## src/rtl/trace_plotter.sv

```systemverilog
// trace_plotter: write-side client of the scope framebuffer. Clears the frame,
// then takes one ADC sample per column and draws it, joining neighbouring
// samples with a vertical pixel run so the trace stays continuous.
module trace_plotter #(
  parameter int unsigned            COLOR_DEPTH   = 1,
  parameter int unsigned            SCREEN_WIDTH  = 640,
  parameter int unsigned            SCREEN_HEIGHT = 480,
  parameter int unsigned            SAMPLE_WIDTH  = 8,
  parameter logic [COLOR_DEPTH-1:0] TRACE_COLOR   = COLOR_DEPTH'(1)
) (
  input  logic                    clk,
  input  logic                    rst,
  input  logic                    start,
  output logic                    busy,
  output logic                    frame_done,
  input  logic [SAMPLE_WIDTH-1:0] sample_data,
  input  logic                    sample_valid,
  output logic                    sample_ready,
  output logic                    clear,
  input  logic                    clear_done,
  output logic [9:0]              write_h,
  output logic [9:0]              write_v,
  output logic [COLOR_DEPTH-1:0]  write_data,
  output logic                    wren
);

  localparam int unsigned HW       = $clog2(SCREEN_HEIGHT + 1);
  localparam int unsigned PW       = SAMPLE_WIDTH + HW;
  localparam logic [9:0]  LAST_COL = 10'(SCREEN_WIDTH - 1);
  localparam logic [9:0]  LAST_ROW = 10'(SCREEN_HEIGHT - 1);

  typedef enum logic [2:0] {
    S_IDLE,
    S_CLEAR,
    S_WAIT_CLEAR,
    S_WAIT_SAMPLE,
    S_DRAW,
    S_DONE
  } state_t;

  state_t     r_state;
  logic       r_busy;
  logic       r_frame_done;
  logic       r_sample_ready;
  logic       r_clear;
  logic       r_wren;
  logic [9:0] r_write_h;   // doubles as the column counter
  logic [9:0] r_write_v;   // current row of the vertical run
  logic [9:0] r_y_hi;      // last row of the current run
  logic [9:0] r_prev_v;    // row of the previous column's sample

  logic [PW-1:0] w_prod;
  logic [HW-1:0] w_scaled;
  logic [9:0]    w_v;
  logic [9:0]    w_lo;
  logic [9:0]    w_hi;

  // Map the incoming sample to a row (0 = bottom) and span it against the previous column.
  always_comb begin
    w_prod   = PW'(sample_data) * PW'(SCREEN_HEIGHT);
    w_scaled = HW'(w_prod >> SAMPLE_WIDTH);
    w_v      = LAST_ROW - 10'(w_scaled);
    w_lo     = w_v;
    w_hi     = w_v;
    if (r_write_h != '0) begin
      w_lo = (r_prev_v < w_v) ? r_prev_v : w_v;
      w_hi = (r_prev_v > w_v) ? r_prev_v : w_v;
    end
  end

  // Frame sequencer with all outputs registered alongside the state.
  always_ff @(posedge clk or posedge rst) begin
    if (rst) begin
      r_state        <= S_IDLE;
      r_busy         <= 1'b0;
      r_frame_done   <= 1'b0;
      r_sample_ready <= 1'b0;
      r_clear        <= 1'b0;
      r_wren         <= 1'b0;
      r_write_h      <= '0;
      r_write_v      <= '0;
      r_y_hi         <= '0;
      r_prev_v       <= '0;
    end else begin
      r_clear      <= 1'b0;
      r_frame_done <= 1'b0;
      case (r_state)
        S_IDLE: begin
          if (start) begin
            r_state   <= S_CLEAR;
            r_clear   <= 1'b1;
            r_busy    <= 1'b1;
            r_write_h <= '0;
          end
        end
        // clear_done arriving in this cycle belongs to an older clear and is ignored
        S_CLEAR: begin
          r_state <= S_WAIT_CLEAR;
        end
        S_WAIT_CLEAR: begin
          if (clear_done) begin
            r_state        <= S_WAIT_SAMPLE;
            r_sample_ready <= 1'b1;
          end
        end
        S_WAIT_SAMPLE: begin
          if (sample_valid) begin
            r_state        <= S_DRAW;
            r_sample_ready <= 1'b0;
            r_wren         <= 1'b1;
            r_write_v      <= w_lo;
            r_y_hi         <= w_hi;
            r_prev_v       <= w_v;
          end
        end
        S_DRAW: begin
          if (r_write_v == r_y_hi) begin
            r_wren <= 1'b0;
            if (r_write_h == LAST_COL) begin
              r_state      <= S_DONE;
              r_frame_done <= 1'b1;
              r_busy       <= 1'b0;
            end else begin
              r_state        <= S_WAIT_SAMPLE;
              r_sample_ready <= 1'b1;
              r_write_h      <= r_write_h + 10'd1;
            end
          end else begin
            r_write_v <= r_write_v + 10'd1;
          end
        end
        S_DONE: begin
          r_state <= S_IDLE;
        end
        default: begin
          r_state <= S_IDLE;
        end
      endcase
    end
  end

  assign busy         = r_busy;
  assign frame_done   = r_frame_done;
  assign sample_ready = r_sample_ready;
  assign clear        = r_clear;
  assign wren         = r_wren;
  assign write_h      = r_write_h;
  assign write_v      = r_write_v;
  assign write_data   = TRACE_COLOR;

endmodule

```

## config.mk

```make
export PLATFORM = sky130hd
export DESIGN_NAME = trace_plotter
export DESIGN_NICKNAME = d
export VERILOG_FILES = /design/src/rtl/trace_plotter.sv
export SDC_FILE = /design/constraint.sdc
export NUM_CORES = 1
export LEC_CHECK = 0
export ABC_AREA = 1
export BUFFER_PORTS_ARGS = -buffer_cell sky130_fd_sc_hd__buf_2
export CORE_UTILIZATION = 55
export DETAILED_ROUTE_END_ITERATION = 6
export PLACE_DENSITY = 0.75
export SLEW_MARGIN = 20
export SYNTH_ARGS = -nofsm -noshare
export SYNTH_HDL_FRONTEND = slang
export SYNTH_SLANG_ARGS = --single-unit
```

## constraint.sdc

```tcl
create_clock -name clk -period 4.4 [get_ports clk]
set_input_delay 0.44 -clock clk [delete_from_list [all_inputs] [get_ports clk]]
set_output_delay 0.44 -clock clk [all_outputs]
set_load 0.01 [all_outputs]
```

==> results of run 1 <==
final timing paths:
kind / cells past startpoint / endpoint / slack, ns
setup reg to reg: 8 / write_v[7]$_DFFE_PP0P_ / 1.74
min in group clk: 3 / r_state[0]$_DFFE_PP0P_ / 0.44
max in group asynchronous: 2 / write_h[4]$_DFFE_PP0P_ / 3.65
hold / removal: 2 / r_y_hi[8]$_DFFE_PP0P_ / 0.25
hold reg to reg: 2 / busy$_DFFE_PP0P_ / 0.50
setup / recovery: 25 / r_y_hi[3]$_DFFE_PP0P_ / 0.07
sequential cells by signal (all words and copies together), names as in the netlist, 3 cells and up:
register  cells
r_prev_v     10
r_y_hi       10
write_h      10
write_v      10
r_state       3
routing by layer:
metal	part of all wire	vias to the layer above
li1	-	1937
met1	0.44	1782
met2	0.51	96
met3	0.035	11
met4	0.013	0
met5	0	-
area by class of cell:
type                            instances  area share
Timing Repair Buffer                   87       0.120
Inverter                               78      0.0616
Multi-Input combinational cell        419       0.525
Clock buffer                            5      0.0141
Clock inverter                          3     0.00946
Tap cell                               96      0.0245
Sequential cell                        48       0.245
cells by family after synthesis:
logic type	Yosys count	synth area share
XOR/XNOR	17	0.0374
AND/OR/NAND/NOR	291	0.318
AO/OA/AOI/OAI	67	0.0913
flip-flops	48	0.301
buffers and inverters	92	0.0945
other	1	0.000941
adder cells (fa/ha/maj)	42	0.156
timing repair:
| action | CTS | global route |
|---|---|---|
| gates cloned | 0 | 1 |
| endpoints found under the setup margin | 8 | 20 |
| hold endpoints to repair | 0 | 0 |
| gates resized for setup | 2 | 45 |
| pin swaps | 0 | 28 |
| buffers inserted | 0 | 3 |
where the power goes:
| group | total, mW | internal, mW | switching [mW] | leakage (nW) |
|---|---|---|---|---|
| Combinational | 1.76 | 0.761 | 0.995 | 1.95 |
| Sequential | 0.772 | 0.593 | 0.179 | 0.597 |
| Clock | 0.330 | 0.171 | 0.159 | 0.0548 |
| Total | 2.86 | 1.53 | 1.33 | 2.60 |
synthesized netlist by cell type, types with 2 or more instances:
master / count
a21oi_1: 33
a31oi_1: 2
and2_1: 3
buf_2: 4
buf_4: 3
buf_6: 2
clkbuf_1: 5
dfrtp_1: 48
fa_1: 13
ha_1: 29
inv_1: 74
inv_2: 3
nand2_1: 145
nand2_2: 2
nand2_4: 2
nand3_1: 44
nand3b_1: 2
nand4_1: 3
nor2_1: 68
nor2_4: 3
nor3_1: 6
nor3_2: 2
nor3b_1: 3
nor4_1: 2
o211ai_1: 6
o21ai_0: 19
o21ai_1: 2
o21bai_1: 2
or2_1: 3
xnor2_1: 8
xor2_1: 9
metrics by stage:
stage / instance area, sq um / hold WS, ns / worst slack, ns / util / TNS [ns]
global placement: 4600 / 0.464 / -0.241 / 0.666 / -3.40
detailed placement: 4600 / 0.481 / -0.429 / 0.666 / -6.18
finish: 4900 / 0.253 / 0.0701 / 0.709 / 0
global route: 4900 / 0.319 / -0.181 / 0.709 / -2.93
floorplan: 4030 / 0.464 / 0.00530 / - / 0
CTS: 4710 / 0.396 / 0.000278 / 0.683 / 0
==> metrics.cfg, run 1 <==
[status]
outcome = completed

[final_layout]
nets = 694
final_cells = 736
area_delta_synth_final_pct = 22.8
mostFrequentLayoutCells = nand2_1 (136), nor2_1 (66), inv_1 (66)
regArea_sq_um = 1200
nFillCells = 615
num_antenna_cells = 0
drive_gt1_frac = 0.233
multi_input_area_sq_um = 2570
final_common_cell = nand2_1

[global_route]
use_met3 = 0.0209
use_met1 = 0.316
grt_usage = 0.254
use_met2 = 0.471
antenna_found_initial = 0
grt_pass1_vias = 3596
grt_pass1_wl_mm = 15.3
grt-ovfl-total = 0
busiest_layer = met2
grt_start_max_net_pins = 49

[timing]
skew_ns = 0.0113
fin_crit_sh = 0.984
tightest_slew_ns = 1.01
finalHoldViolations = 0
fin_crit_ns = 4.33
rsz0062_at_grt = true
max_freq_ghz = 0.231
finalSetupViolations = 0
finalMaxSlewViolations = 0
relSlewSlack = 0.327

[detailed_routing]
wire_per_inst_um = 12.6
ant_nets = 0
firstDrtPassIters = 5
drc_errors = 0
vias = 3826
dr.first_iter.drc_count = 250
vias_per_cell = 5.20
totalWireLength_mm = 9.30

[floorplanning]
die_h_um = 87.1
initial_core_util = 0.577
die_area_sq_um = 7590
io_pins = 39
row_count = 30
die_w_um = 87.1
core-area_sq_um = 6910

[synthesis]
synth_area_per_cell_sq_um = 7.14
ys_ff_latch = 48
async_reset_ff_frac = 1.00
seq_area_frac_synth = 0.301
synthCells = 558
synth_edf_count = 0
syn_area_sq_um = 3990
yosysUniqueCellTypes = 39
synth.area.top_cells = dfrtp_1 (30%), nand2_1 (14%), ha_1 (9.1%)
netlist.area_leader.share = 0.301
synth_area_leader_cell = dfrtp_1
synth-main-ff-cell = dfrtp_1
syn_nets = 613
yosysWarnings = 0

[cts]
clk_path_buf_depth = 2
hold_buffers = 0
cts.sinks = 48
cts-root-buf = clkbuf_8
h-tree-depth = 2
clk_latency_ns = 0.31
numCtsBuffers = 5
cts_tree = built
clk_pin_slew_worst_paths_ns = 0.09

[place]
place_congestion = 0.847
place_hpwl_mm = 6.85
port_buffers = 37
placed_cells = 724

[power]
p_per_area_nw_per_um2 = 584
power_mw = 2.86
cellLeakagePower_nw = 2.60
irDropWorstVdd_mv = 0.258

[critical_path]
crit_path_max_incr_delay_ns = 0.56
crit_family = adder cells
crit_top_cell = nand2_1
crit_slowest_cell = fa_1
worstSetupStartpointType = primary input
cp.arrival_ns = 4.58
cp_num_buf_inv = 4
cp-startpoint = sample_data[4]
critPathKind = primary input to flip-flop
cp_data_required_time_ns = 4.65
crit_fanout = 7
reg2reg_from = r_state[0]$_DFFE_PP0P_
endpoint_kind = flip-flop

[job]
drv_cap = 0

[worst_hold_path]
min_path_type = primary input to async pin

Power figures use the tool's default switching activity.
==> run 2, diff against run 1 <==
--- a/config.mk
+++ b/config.mk
@@ -7,9 +7,9 @@
 export LEC_CHECK = 0
 export ABC_AREA = 1
 export BUFFER_PORTS_ARGS = -buffer_cell sky130_fd_sc_hd__buf_2
-export CORE_UTILIZATION = 55
+export CORE_ASPECT_RATIO = 0.8
+export CORE_UTILIZATION = 40
 export DETAILED_ROUTE_END_ITERATION = 6
-export PLACE_DENSITY = 0.75
 export SLEW_MARGIN = 20
 export SYNTH_ARGS = -nofsm -noshare
 export SYNTH_HDL_FRONTEND = slang
==> run 2 against run 1 <==
Non-clock buffer count increased by 8; sequential cell count unchanged; hold slack improved by 0.036 ns; combinational power increased by 3%; power increased by 5.8%; clock-buffer cell count unchanged; highest routed layer unchanged.
==> metrics.cfg, run 2 (synthesized netlist as in run 1, its figures left out) <==
[critical_path]
cp_data_required_time_ns = 4.61  ; was 4.65 ns
worstSetupStartpointType = primary input  ; unchanged
cp.arrival_ns = 4.60  ; was 4.58 ns
endpoint_kind = flip-flop  ; unchanged
critPathKind = primary input to flip-flop  ; unchanged
crit_slowest_cell = fa_1  ; unchanged
crit_fanout = 6  ; was 7
crit_top_cell = nand2_2  ; was nand2_1
crit_path_max_incr_delay_ns = 0.52  ; was 0.56 ns

[place]
place_congestion = 0.838  ; was 0.847
place_hpwl_mm = 7.09  ; was 6.85 mm
port_buffers = 37  ; unchanged

[global_route]
grt_pass1_wl_mm = 16.5  ; was 15.3 mm
grt-ovfl-total = 0  ; unchanged
grt_pass1_vias = 3516  ; was 3596
grt_usage = 0.195  ; was 0.254
antenna_found_initial = 0  ; unchanged
grt_start_max_net_pins = 49  ; unchanged

[timing]
relSlewSlack = 0.340  ; was 0.327
max_freq_ghz = 0.228  ; was 0.231 GHz
tightest_slew_ns = 0.988  ; was 1.01 ns
fin_crit_ns = 4.39  ; was 4.33 ns
finalSetupViolations = 0  ; unchanged
rsz0062_at_grt = true  ; unchanged
finalMaxSlewViolations = 0  ; unchanged
hold_ws_ns = 0.289  ; was 0.253 ns
fin_crit_sh = 0.997  ; was 0.984
skew_ns = 0.00846  ; was 0.0113 ns
finalHoldViolations = 0  ; unchanged

[final_layout]
mostFrequentLayoutCells = nand2_1 (130), nor2_1 (66), inv_1 (66)  ; was nand2_1 (136), nor2_1 (66), inv_1 (66)
final_util = 0.529  ; was 0.709
nets = 701  ; was 694
area_delta_synth_final_pct = 28.1  ; was 22.8%
final_common_cell = nand2_1  ; unchanged
num_antenna_cells = 0  ; unchanged
drive_gt1_frac = 0.250  ; was 0.233
nFillCells = 934  ; was 615

[cts]
numCtsBuffers = 5  ; unchanged
cts-root-buf = clkbuf_16  ; was clkbuf_8
cts.sinks = 48  ; unchanged
clk_path_buf_depth = 2  ; unchanged
hold_buffers = 0  ; unchanged
h-tree-depth = 2  ; unchanged
clk_latency_ns = 0.29  ; was 0.31 ns
clk_pin_slew_worst_paths_ns = 0.07  ; was 0.09 ns
cts_tree = built  ; unchanged

[detailed_routing]
firstDrtPassIters = 5  ; unchanged
ant_nets = 0  ; unchanged
drc_errors = 0  ; unchanged
dr.first_iter.drc_count = 210  ; was 250
wire_per_inst_um = 12.2  ; was 12.6 um
vias_per_cell = 4.76  ; was 5.20
vias = 3728  ; was 3826
totalWireLength_mm = 9.52  ; was 9.30 mm

[floorplanning]
initial_core_util = 0.413  ; was 0.577
die_area_sq_um = 10400  ; was 7590 sq um
die_h_um = 91.3  ; was 87.1 um
die_w_um = 114  ; was 87.1 um
io_pins = 39  ; unchanged
core-area_sq_um = 9650  ; was 6910 sq um
row_count = 32  ; was 30

[power]
cellLeakagePower_nw = 2.68  ; was 2.60 nW
irDropWorstVdd_mv = 0.235  ; was 0.258 mV
p_per_area_nw_per_um2 = 592  ; was 584 nW/um^2

[status]
outcome = completed  ; unchanged

[job]
drv_cap = 0  ; unchanged

[worst_hold_path]
min_path_type = primary input to async pin  ; unchanged

[run 2: per-layer routing]
layer	routed length [um]	GRT usage	vias up	part of all wire
met5	0	0	-	0
met4	53	0.0230	0	0.0056
met3	336	0.0260	8	0.035
met2	4080	0.293	61	0.43
met1	5050	0.304	1714	0.53
li1	-	-	1945	-
[run 2: where the power goes]
part / internal, mW / leakage [nW] / switching (mW)
clock: 0.267 / 0.0798 / 0.169
sequential: 0.594 / 0.597 / 0.182
combinational: 0.801 / 2.00 / 1.01
[run 2: area by class of cell]
type / count / area [sq um] / area share
clock buffer: 5 / 125 / 0.0245
timing repair buffer: 95 / 653 / 0.128
sequential: 48 / 1200 / 0.235
inverter: 78 / 302 / 0.0590
multi-input combinational: 418 / 2610 / 0.512
tap: 136 / 170 / 0.0333
clock inverter: 3 / 42.5 / 0.00833
[run 2: path summary, 6_finish.rpt]
path,start,to,slack (ns),depth (start not counted)
min reg2reg,busy$_DFFE_PP0P_,busy$_DFFE_PP0P_,0.48,2
min in group clk,busy$_DFFE_PP0P_,busy$_DFFE_PP0P_,0.48,2
min,rst,write_h[5]$_DFFE_PP0P_,0.29,2
max in group asynchronous,rst,r_y_hi[1]$_DFFE_PP0P_,3.60,2
max reg2reg,r_state[0]$_DFFE_PP0P_,write_v[9]$_DFFE_PP0P_,1.58,8
max,sample_data[5],write_v[9]$_DFFE_PP0P_,0.01,26
[run 2: through the flow]
stage	cell area (sq um)	std cells	setup WS, ns	setup TNS, ns	total power, mW
4_1_cts	4910	778	0.0130	0	2.83
2_1_floorplan	4030	558	0.00530	0	1.81
3_5_place_dp	4670	767	-0.480	-8.68	2.34
3_3_place_gp	4670	767	-0.369	-6.56	2.31
6_report	5110	783	0.0131	0	3.02
5_1_grt	5110	783	-0.222	-2.88	3.32
[run 2: critical path: cells and delay by family]
kind | cells | cell delay (ns)
compound gates | 3 | 0.55
fa+ha+maj | 5 | 1.74
buf+inv | 6 | 0.63
simple gates | 12 | 1.24
[run 2: repair_timing]
| action | CTS | global route |
|---|---|---|
| endpoints found under the setup margin | 20 | 20 |
| buffers inserted | 3 | 5 |
| endpoints found under the hold margin | 0 | 0 |
| pin swaps | 15 | 28 |
| resized for setup | 11 | 47 |
